===== src/rtl/rgb_fade_sequencer_if.sv =====
// rgb_fade_sequencer_if: valid/ready colour-command channel
interface rgb_fade_sequencer_if #(parameter int PWM_BITS = 8);
  logic cmd_valid;
  logic cmd_ready;
  logic [3*PWM_BITS-1:0] cmd_rgb;
  modport master(output cmd_valid, cmd_rgb, input cmd_ready);
  modport slave(input cmd_valid, cmd_rgb, output cmd_ready);
endinterface


===== src/rtl/rgb_fade_sequencer.sv =====
// rgb_fade_sequencer: ramps RGB PWM duties toward a commanded colour, holds, then idles
module rgb_fade_sequencer #(
  parameter int PWM_BITS = 8,
  parameter int STEP_DIV = 16,
  parameter int HOLD_TICKS = 64
) (
  input  logic clk,
  input  logic rst,
  input  logic enable,
  rgb_fade_sequencer_if.slave cmd,
  output logic busy,
  output logic LED_RED,
  output logic LED_GREEN,
  output logic LED_BLUE
);
  localparam int HW = HOLD_TICKS > 1 ? $clog2(HOLD_TICKS) : 1;
  typedef enum logic [1:0] {IDLE, FADE, HOLD} state_t;
  state_t state, state_n;
  logic [2:0][PWM_BITS-1:0] duty, duty_n, target, target_n;
  logic [PWM_BITS-1:0] pwm_cnt;
  logic [STEP_DIV-1:0] prescaler, prescaler_n;
  logic [HW-1:0] hold_cnt, hold_cnt_n;
  logic tick, accept;
  assign cmd.cmd_ready = (state == IDLE) & enable & ~rst;
  assign busy = state != IDLE;
  assign tick = enable & (&prescaler);
  assign accept = cmd.cmd_valid & cmd.cmd_ready;
  // next-state: accept into FADE, step duties per tick, count HOLD ticks back to IDLE
  always_comb begin
    state_n = state;
    duty_n = duty;
    target_n = target;
    hold_cnt_n = hold_cnt;
    prescaler_n = (enable && state != IDLE) ? prescaler + 1'b1 : prescaler;
    if (state == IDLE && accept) begin
      state_n = FADE;
      target_n = cmd.cmd_rgb;
      prescaler_n = '0;
    end else if (state == FADE && tick) begin
      if (duty == target) begin
        state_n = HOLD;
        hold_cnt_n = '0;
      end else begin
        for (int i = 0; i < 3; i++)
          duty_n[i] = duty[i] < target[i] ? duty[i] + 1'b1 :
                      duty[i] > target[i] ? duty[i] - 1'b1 : duty[i];
      end
    end else if (state == HOLD && tick) begin
      state_n = hold_cnt == HW'(HOLD_TICKS - 1) ? IDLE : HOLD;
      hold_cnt_n = hold_cnt + 1'b1;
    end
  end
  // state and datapath registers
  always_ff @(posedge clk) begin
    if (rst) begin
      state <= IDLE;
      duty <= '0;
      target <= '0;
      prescaler <= '0;
      hold_cnt <= '0;
    end else begin
      state <= state_n;
      duty <= duty_n;
      target <= target_n;
      prescaler <= prescaler_n;
      hold_cnt <= hold_cnt_n;
    end
  end
  // free-running PWM counter and registered LED compare, gated by enable
  always_ff @(posedge clk) begin
    pwm_cnt <= rst ? '0 : pwm_cnt + 1'b1;
    LED_RED <= ~rst & enable & (pwm_cnt < duty[2]);
    LED_GREEN <= ~rst & enable & (pwm_cnt < duty[1]);
    LED_BLUE <= ~rst & enable & (pwm_cnt < duty[0]);
  end
endmodule

===== src/flat_wrapper.sv =====
// flat-port wrapper written by rule: the top's interface ports become plain ports
module rgb_fade_sequencer_flat 
#(
  parameter int PWM_BITS = 8,
  parameter int STEP_DIV = 16,
  parameter int HOLD_TICKS = 64
)
  (clk, rst, enable, busy, LED_RED, LED_GREEN, LED_BLUE, cmd_cmd_valid, cmd_cmd_rgb, cmd_cmd_ready);
  rgb_fade_sequencer_if #(.PWM_BITS(PWM_BITS)) cmd_i ();
  input  logic clk;
  input  logic rst;
  input  logic enable;
  output logic busy;
  output logic LED_RED;
  output logic LED_GREEN;
  output logic LED_BLUE;
  input wire logic [$bits(cmd_i.cmd_valid)-1:0] cmd_cmd_valid;
  input wire logic [$bits(cmd_i.cmd_rgb)-1:0] cmd_cmd_rgb;
  output wire logic [$bits(cmd_i.cmd_ready)-1:0] cmd_cmd_ready;
  assign cmd_i.cmd_valid = cmd_cmd_valid;
  assign cmd_i.cmd_rgb = cmd_cmd_rgb;
  assign cmd_cmd_ready = cmd_i.cmd_ready;
  rgb_fade_sequencer #(.PWM_BITS(PWM_BITS), .STEP_DIV(STEP_DIV), .HOLD_TICKS(HOLD_TICKS)) u_core (.clk(clk), .rst(rst), .enable(enable), .cmd(cmd_i), .busy(busy), .LED_RED(LED_RED), .LED_GREEN(LED_GREEN), .LED_BLUE(LED_BLUE));
endmodule

===== config.mk =====
export PLATFORM = sky130hd
export DESIGN_NAME = rgb_fade_sequencer_flat
export DESIGN_NICKNAME = d
export VERILOG_FILES = /design/src/rtl/rgb_fade_sequencer_if.sv /design/src/rtl/rgb_fade_sequencer.sv /design/src/flat_wrapper.sv
export SDC_FILE = /design/constraint.sdc
export NUM_CORES = 1
export LEC_CHECK = 0
export ABC_AREA = 0
export CELL_PAD_IN_SITES_DETAIL_PLACEMENT = 0
export CELL_PAD_IN_SITES_GLOBAL_PLACEMENT = 2
export CORE_ASPECT_RATIO = 0.7
export CORE_UTILIZATION = 33
export DETAILED_ROUTE_END_ITERATION = 12
export PLACE_DENSITY = 0.79
export SLEW_MARGIN = 5
export SYNTH_ARGS = -nofsm -noshare
export SYNTH_HDL_FRONTEND = slang
export SYNTH_SLANG_ARGS = --single-unit

===== constraint.sdc =====
create_clock -name clk -period 3.45 [get_ports clk]
set_clock_uncertainty 0.2 [all_clocks]
set_input_delay 1.035 -clock clk [delete_from_list [all_inputs] [get_ports clk]]
set_output_delay 1.035 -clock clk [all_outputs]
set_load 0.01 [all_outputs]

======== Word-level counts from Yosys, hierarchy flattened ========
Cells that the tools add are included.
cells by class
  add/subtract/negate cells ............... 9
  $mul .................................... 0
  div/mod/pow operators ................... 0
  magnitude comparators ................... 9
  equality and inequality tests ........... 6
  shift-type cells ........................ 0
  muxes and demuxes ....................... 14
  bitwise operators ....................... 11
  reduce and logical (&&, ||, !) cells .... 19
operator list
  operator               count
  $lt 8x8->1             6
  $mux 8                 6
  $add 8x1->8 const B    4
  $eq 24x24->1           1
  $gt 8x8->1             3
  $sub 8x1->8 const B    3
  $mux 6                 3
  $add 16x1->16 const B  1
  $reduce_and 16->1      1
  $reduce_and 4->1       3
  $reduce_bool 2->1      5
  $and 1x1->1            8
  $mux 2                 4
  $add 6x1->6 const B    1
  $eq 6x6->1 const B     1
  $logic_and 1x1->1      4
  $reduce_and 2->1       2
  $ne 3x2->1 const B     1
  $not 1->1              3
  $reduce_and 3->1       1
  $reduce_bool 3->1      1
  $eq 2x1->1 const B     1
  $eq 2x2->1 const B     1
  $logic_not 2->1        1
  3 further kinds        3
storage, ports and cells
  flip-flop bits (word level) ............. 83
  bits in latches ......................... 0
  memory bits (writable) .................. 0
  bits in read-only memories .............. 0
  input port bits ......................... 28
  output and inout port bits .............. 5
  logic and storage cells ................. 82
  memories kept ........................... 0

======== Longest topological paths before layout ========
  depth in word-level cells ............... 7
  mapped depth ............................ 13
  depth with buffers taken out ............ 13

======== Worst setup path before layout ========
No wires, ideal clock.
  path type ............................... flip-flop to flip-flop
  start ................................... reg u_core.target[3] (netlist bit)
  end ..................................... reg u_core.duty[7] (netlist bit)
  setup time .............................. 0.059 ns
  data arrival time ....................... 3.181 ns
  required time ........................... 3.191 ns
  path slack .............................. 0.010 ns
  cell stages (with the launch flop) ...... 14
  path buffers ............................ 0
  period minus slack after synthesis ...... 3.440 ns
  cell sequence ........................... dfxtp_1 > inv_1 > ha_1 > a21oi_1 > a31oi_1 > a211oi_1 > inv_1 > ha_1 > a21oi_1 > o211ai_1 > o41ai_1 > xnor2_1 > or4_1 > nand2_1
on the way
  word-level cells in the longest chain between the ends .. 3
  elaborated cells between the ends (all ways) .. 7
  those cells by class .................... order compare: 2; eq/ne: 1; mux: 1; bitwise: 1; reduce/logical: 2
ends and longest elaborated chain
  item                                                             RTL line                  RTL
  from (decl)                                                      rgb_fade_sequencer.sv:19  logic [2:0][PWM_BITS-1:0] duty, duty_n, target, target_n;
  from (signal assigned)                                           rgb_fade_sequencer.sv:64  target <= target_n;
  $gt 8x8->1, or another cell as far along                         rgb_fade_sequencer.sv:46  duty[i] > target[i] ? duty[i] - 1'b1 : duty[i];
  $reduce_bool 2->1 (no source line) or $not 1->1 (tied branches)  -
  $reduce_and 4->1 (no source line)                                -
  to (signal assigned)                                             rgb_fade_sequencer.sv:63  duty <= duty_n;
  to (decl)                                                        rgb_fade_sequencer.sv:19
Several ways; a longest one is shown, not always the timed one.
A chain may end at the register's enable or synchronous reset.

======== Worst setup path after layout ========
  start ................................... reg u_core.target[11] (netlist bit)
  end ..................................... reg u_core.duty[15] (netlist bit)
Same word-level chain as after synthesis.

==> tab_implementation.tex <==
\begin{tabular}{lr}
\hline
Metric & Value \\
\hline
\multicolumn{2}{l}{\textbf{Outcome}} \\
Result of the run & finished, final reports clean \\
\multicolumn{2}{l}{\textbf{GRT}} \\
Global-route wire length before repair & roughly 21000 um \\
Remaining global-route overflow & 0 \\
Largest net degree at the start of global routing & slightly below 70 \\
Number of global-route vias before repair & around 4400 \\
Number of antenna violations at the first check in global routing & 0 \\
Global-route usage over all layers & 17.0\% \\
\multicolumn{2}{l}{\textbf{Placed design}} \\
Gpl congestion & roughly 0.81 \\
Cell count after placement & roughly 890 \\
HPWL reported at the end of detailed placement & $\sim$9500 um \\
Buffers on Ports & 32 \\
Placement-stage worst setup slack & -170 ps \\
Cell area reported after detailed placement & approximately 6100 um2 \\
\multicolumn{2}{l}{\textbf{Clock network}} \\
Clk sink count & 83 \\
Clock latency on the worst-skew pair & 340 ps \\
Post-CTS Hold Fix Bufs & 0 \\
TritonCTS clock tree & done \\
Clock transition at path regs & roughly 60 ps \\
CTS buffer count & 9 \\
Maximum root-to-sink buffer count & 2 \\
CTS root buf & sky130\_fd\_sc\_hd\_\_clkbuf\_16 \\
CTS H-tree depth & 3 \\
\multicolumn{2}{l}{\textbf{Timing}} \\
Tightest slew margin relative to the limit & between 40\% and 50\% \\
Period utilization & 97.3\% \\
Minimum clock period & 3360 ps \\
Count of final max-slew check failures & 0 \\
Number of setup violations in the final report & 0 \\
Worst-Margin Slew & roughly 760 ps \\
Final worst hold slack & around 260 ps \\
Post-layout worst setup margin & around 94 ps \\
Highest Clock Rate & 298 MHz \\
Final Hold Vio Count & 0 \\
Final-layout setup total negative slack & 0 ps \\
\multicolumn{2}{l}{\textbf{Setup path}} \\
Critical path type & reg2reg \\
Worst reg2reg setup slack & roughly 94 ps \\
Crit start category & flop \\
Largest fanout on the critical path & 7 \\
Setup crit end kind & flop \\
End of the worst register-to-register path & u\_core.duty[15] \\
Worst path required time & between 3000 and 4000 ps \\
Highest cell delay on the worst timing path & about 460 ps \\
Arrival time of the worst setup path & 3390 ps \\
Logic depth of the worst path, buffers included & 14 \\
Startpoint of the worst register-to-register path & u\_core.target[11] \\
Logic depth of the worst register-to-register path & 14 \\
Highest-delay cell along the critical path & sky130\_fd\_sc\_hd\_\_a221o\_2 \\
Sequence of cells on the critical path & inv\_1, ha\_1, nand3\_1, o221ai\_1, a221o\_2, buf\_4, buf\_4, ha\_1, inv\_1, o21bai\_1, o41ai\_2, xnor2\_1, a211oi\_1, a31o\_1 \\
Family of cells with the greatest summed delay on the critical path & compound AO/OA/AOI/OAI gates \\
Crit path buf inv count & 4 \\
\multicolumn{2}{l}{\textbf{Synth}} \\
Proportion of synthesized flip-flops having asynchronous set or reset & 0\% \\
Post-synthesis sequential element count & a little over 80 \\
Post-Synth Adder-Cell Area & between 10\% and 20\% \\
Sequential fraction of the synthesis area & 32.3\% \\
Cell with the most instances after synthesis & sky130\_fd\_sc\_hd\_\_dfxtp\_1 \\
Simple-gate portion of the synthesized area & between 20\% and 30\% \\
Syn nets & 716 \\
Cell taking the most area after synthesis & sky130\_fd\_sc\_hd\_\_dfxtp\_1 \\
Compound-Gate Fraction of Synth Area & approximately 15\% \\
Count of different cell masters after synthesis & 51 \\
Xor and xnor area share after synthesis & 6.30\% \\
Dominant synthesized flop cell & sky130\_fd\_sc\_hd\_\_dfxtp\_1 \\
Syn Std Cell Area & $\sim$5100 um2 \\
Number of synthesized flops with an enable pin & 0 \\
Mapped Cells & 619 \\
Cell types occupying the most area after synthesis & sky130\_fd\_sc\_hd\_\_dfxtp\_1 32\%, sky130\_fd\_sc\_hd\_\_ha\_1 16\%, sky130\_fd\_sc\_hd\_\_a21oi\_1 5.3\%, sky130\_fd\_sc\_hd\_\_nand2\_1 5.1\%, sky130\_fd\_sc\_hd\_\_inv\_1 4.4\% \\
Cell types with the highest counts after synthesis & 83 x sky130\_fd\_sc\_hd\_\_dfxtp\_1, 70 x sky130\_fd\_sc\_hd\_\_nand2\_1, 66 x sky130\_fd\_sc\_hd\_\_ha\_1, 60 x sky130\_fd\_sc\_hd\_\_inv\_1, 57 x sky130\_fd\_sc\_hd\_\_nor2\_1 \\
Post-synthesis average cell area & $\sim$8.3 um2 \\
Post-synthesis mux area share & 2.75\% \\
Largest family of logic cells by synthesized area & simple AND/OR/NAND/NOR gates \\
Share of Yosys cell area claimed by the top area cell type & about a third \\
Synth warnings & 0 \\
\multicolumn{2}{l}{\textbf{Route}} \\
Total iterations of the first detailed-routing run & 4 \\
Vias per Instance & approximately 5.0 \\
Number of design rule violations left after detail routing & 0 \\
Count of vias placed by the detailed router & about 4500 \\
Post-detailed-route count of antenna-violating nets & 0 \\
Detailed-route wire length per cell & roughly 14 um \\
First-iteration detailed-routing DRC count & approximately 240 \\
Drt total wl & $\sim$13000 um \\
\multicolumn{2}{l}{\textbf{Floorplanning}} \\
Initial core utilization & 34.4\% \\
Std-Cell Rows & 37 \\
Vertical die dimension & 106 um \\
Die span in x & between 150 and 200 um \\
Die area & 16100 um2 \\
I/O pin count & 33 \\
Area of the core & 15000 um2 \\
\multicolumn{2}{l}{\textbf{Layout}} \\
Layout Utilization & approximately 44\% \\
Number of cells in the finished layout apart from fillers & approximately 910 \\
Post-route cell area & approximately 6600 um2 \\
Share of cells above drive strength 1 & 16.5\% \\
Signed area change from the synthesized netlist to the final layout & 27.9\% \\
Count of nets after finishing & roughly 800 \\
Antenna diodes & 0 \\
\multicolumn{2}{l}{\textbf{Run}} \\
Count of maximum capacitance violations & 0 \\
\multicolumn{2}{l}{\textbf{Pwr}} \\
P\_leak & $\sim$2.7 nW \\
Final Total Pwr & $\sim$2.4 mW \\
Power per Cell Area & $\sim$370 nW/um2 \\
Maximum vdd ir drop & approximately 0.26 mV \\
\multicolumn{2}{l}{\textbf{Min path}} \\
Startpoint of the tightest hold check path & u\_core.target[11] \\
Depth of the worst hold-timing path & 2 \\
Worst min-delay path class & reg2reg \\
Endpoint of the worst hold path & u\_core.target[11] \\
\hline
\end{tabular}
power breakdown:
group	total, mW	internal (mW)	switching (mW)	leakage [nW]
registers	0.985	0.973	0.0123	0.672
logic	0.426	0.200	0.226	1.87
clock network	1.01	0.573	0.433	0.151
total	2.42	1.75	0.671	2.69
sequential cells by signal, summed over array words and instances (netlist names):
register	flops
u_core.duty	24
u_core.target	24
u_core.prescaler	16
u_core.pwm_cnt	8
u_core.hold_cnt	6
u_core.state	2
u_core.LED_BLUE	1
u_core.LED_GREEN	1
u_core.LED_RED	1
worst reg2reg max path, cell delays in order, from the launching register on:
cell and delay (ps):
sky130_fd_sc_hd__dfxtp_1 330, sky130_fd_sc_hd__inv_1 60, sky130_fd_sc_hd__ha_1 330, sky130_fd_sc_hd__nand3_1 140, sky130_fd_sc_hd__o221ai_1 160, sky130_fd_sc_hd__a221o_2 460
sky130_fd_sc_hd__buf_4 170, sky130_fd_sc_hd__buf_4 140, sky130_fd_sc_hd__ha_1 310, sky130_fd_sc_hd__inv_1 90, sky130_fd_sc_hd__o21bai_1 210, sky130_fd_sc_hd__o41ai_2 120
sky130_fd_sc_hd__xnor2_1 220, sky130_fd_sc_hd__a211oi_1 110, sky130_fd_sc_hd__a31o_1 220
placed cells by master, fill, tap and decap left out, drive strengths merged, types with 15 or more instances in the layout:
cell type,n
dfxtp,83
nand2,70
ha,66
inv,63
buf,60
nor2,57
a21oi,55
nand3,35
clkdlybuf4s50,30
xor2,22
xnor2,15
o21ai,15
how the worst max path moves through the flow:
stage	from	endpoint	slack, ps
after detailed placement	enable	cmd_cmd_ready	-170
after global placement	enable	cmd_cmd_ready	-160
after global routing	u_core.target[11]	u_core.duty[15]	-40
final	u_core.target[11]	u_core.duty[15]	90
after floorplan	u_core.target[3]	u_core.duty[7]	10
after CTS	u_core.target[17]	u_core.duty[23]	30
repair_timing:
| action | CTS | global route |
|---|---|---|
| gates cloned | 0 | 0 |
| endpoints found under the hold margin | 0 | 0 |
| gates resized for setup | 4 | 26 |
| buffers inserted | 1 | 3 |
| endpoints found under the setup margin | 3 | 4 |
| pin swaps | 0 | 15 |
cells by family (layout without fill, tap and decap cells):
| family | Yosys count | count (layout) |
|---|---|---|
| compound gates | 122 | 122 |
| xor+xnor | 37 | 37 |
| fa+ha+maj | 69 | 69 |
| buf+inv | 75 | 167 |
| flops | 83 | 83 |
| mux | 14 | 14 |
| simple gates | 219 | 219 |
routing by layer:
metal	vias to the layer above	global-route usage, %	part of all wire, %
met4	0	5.00	1.3
met2	72	26.6	44
met5	-	0	0
met1	2082	23.4	50
met3	11	3.13	4.1
li1	2322	-	-
cell type report:
cell class | instances | area, um2
clock buffer | 9 | 225
clock inverter | 7 | 82.6
fill | 1508 | 8370
inverter | 60 | 225
multi-input combinational | 461 | 3370
sequential | 83 | 1660
tap | 195 | 244
timing repair buffer | 91 | 769
Power figures use the tool's default switching activity.
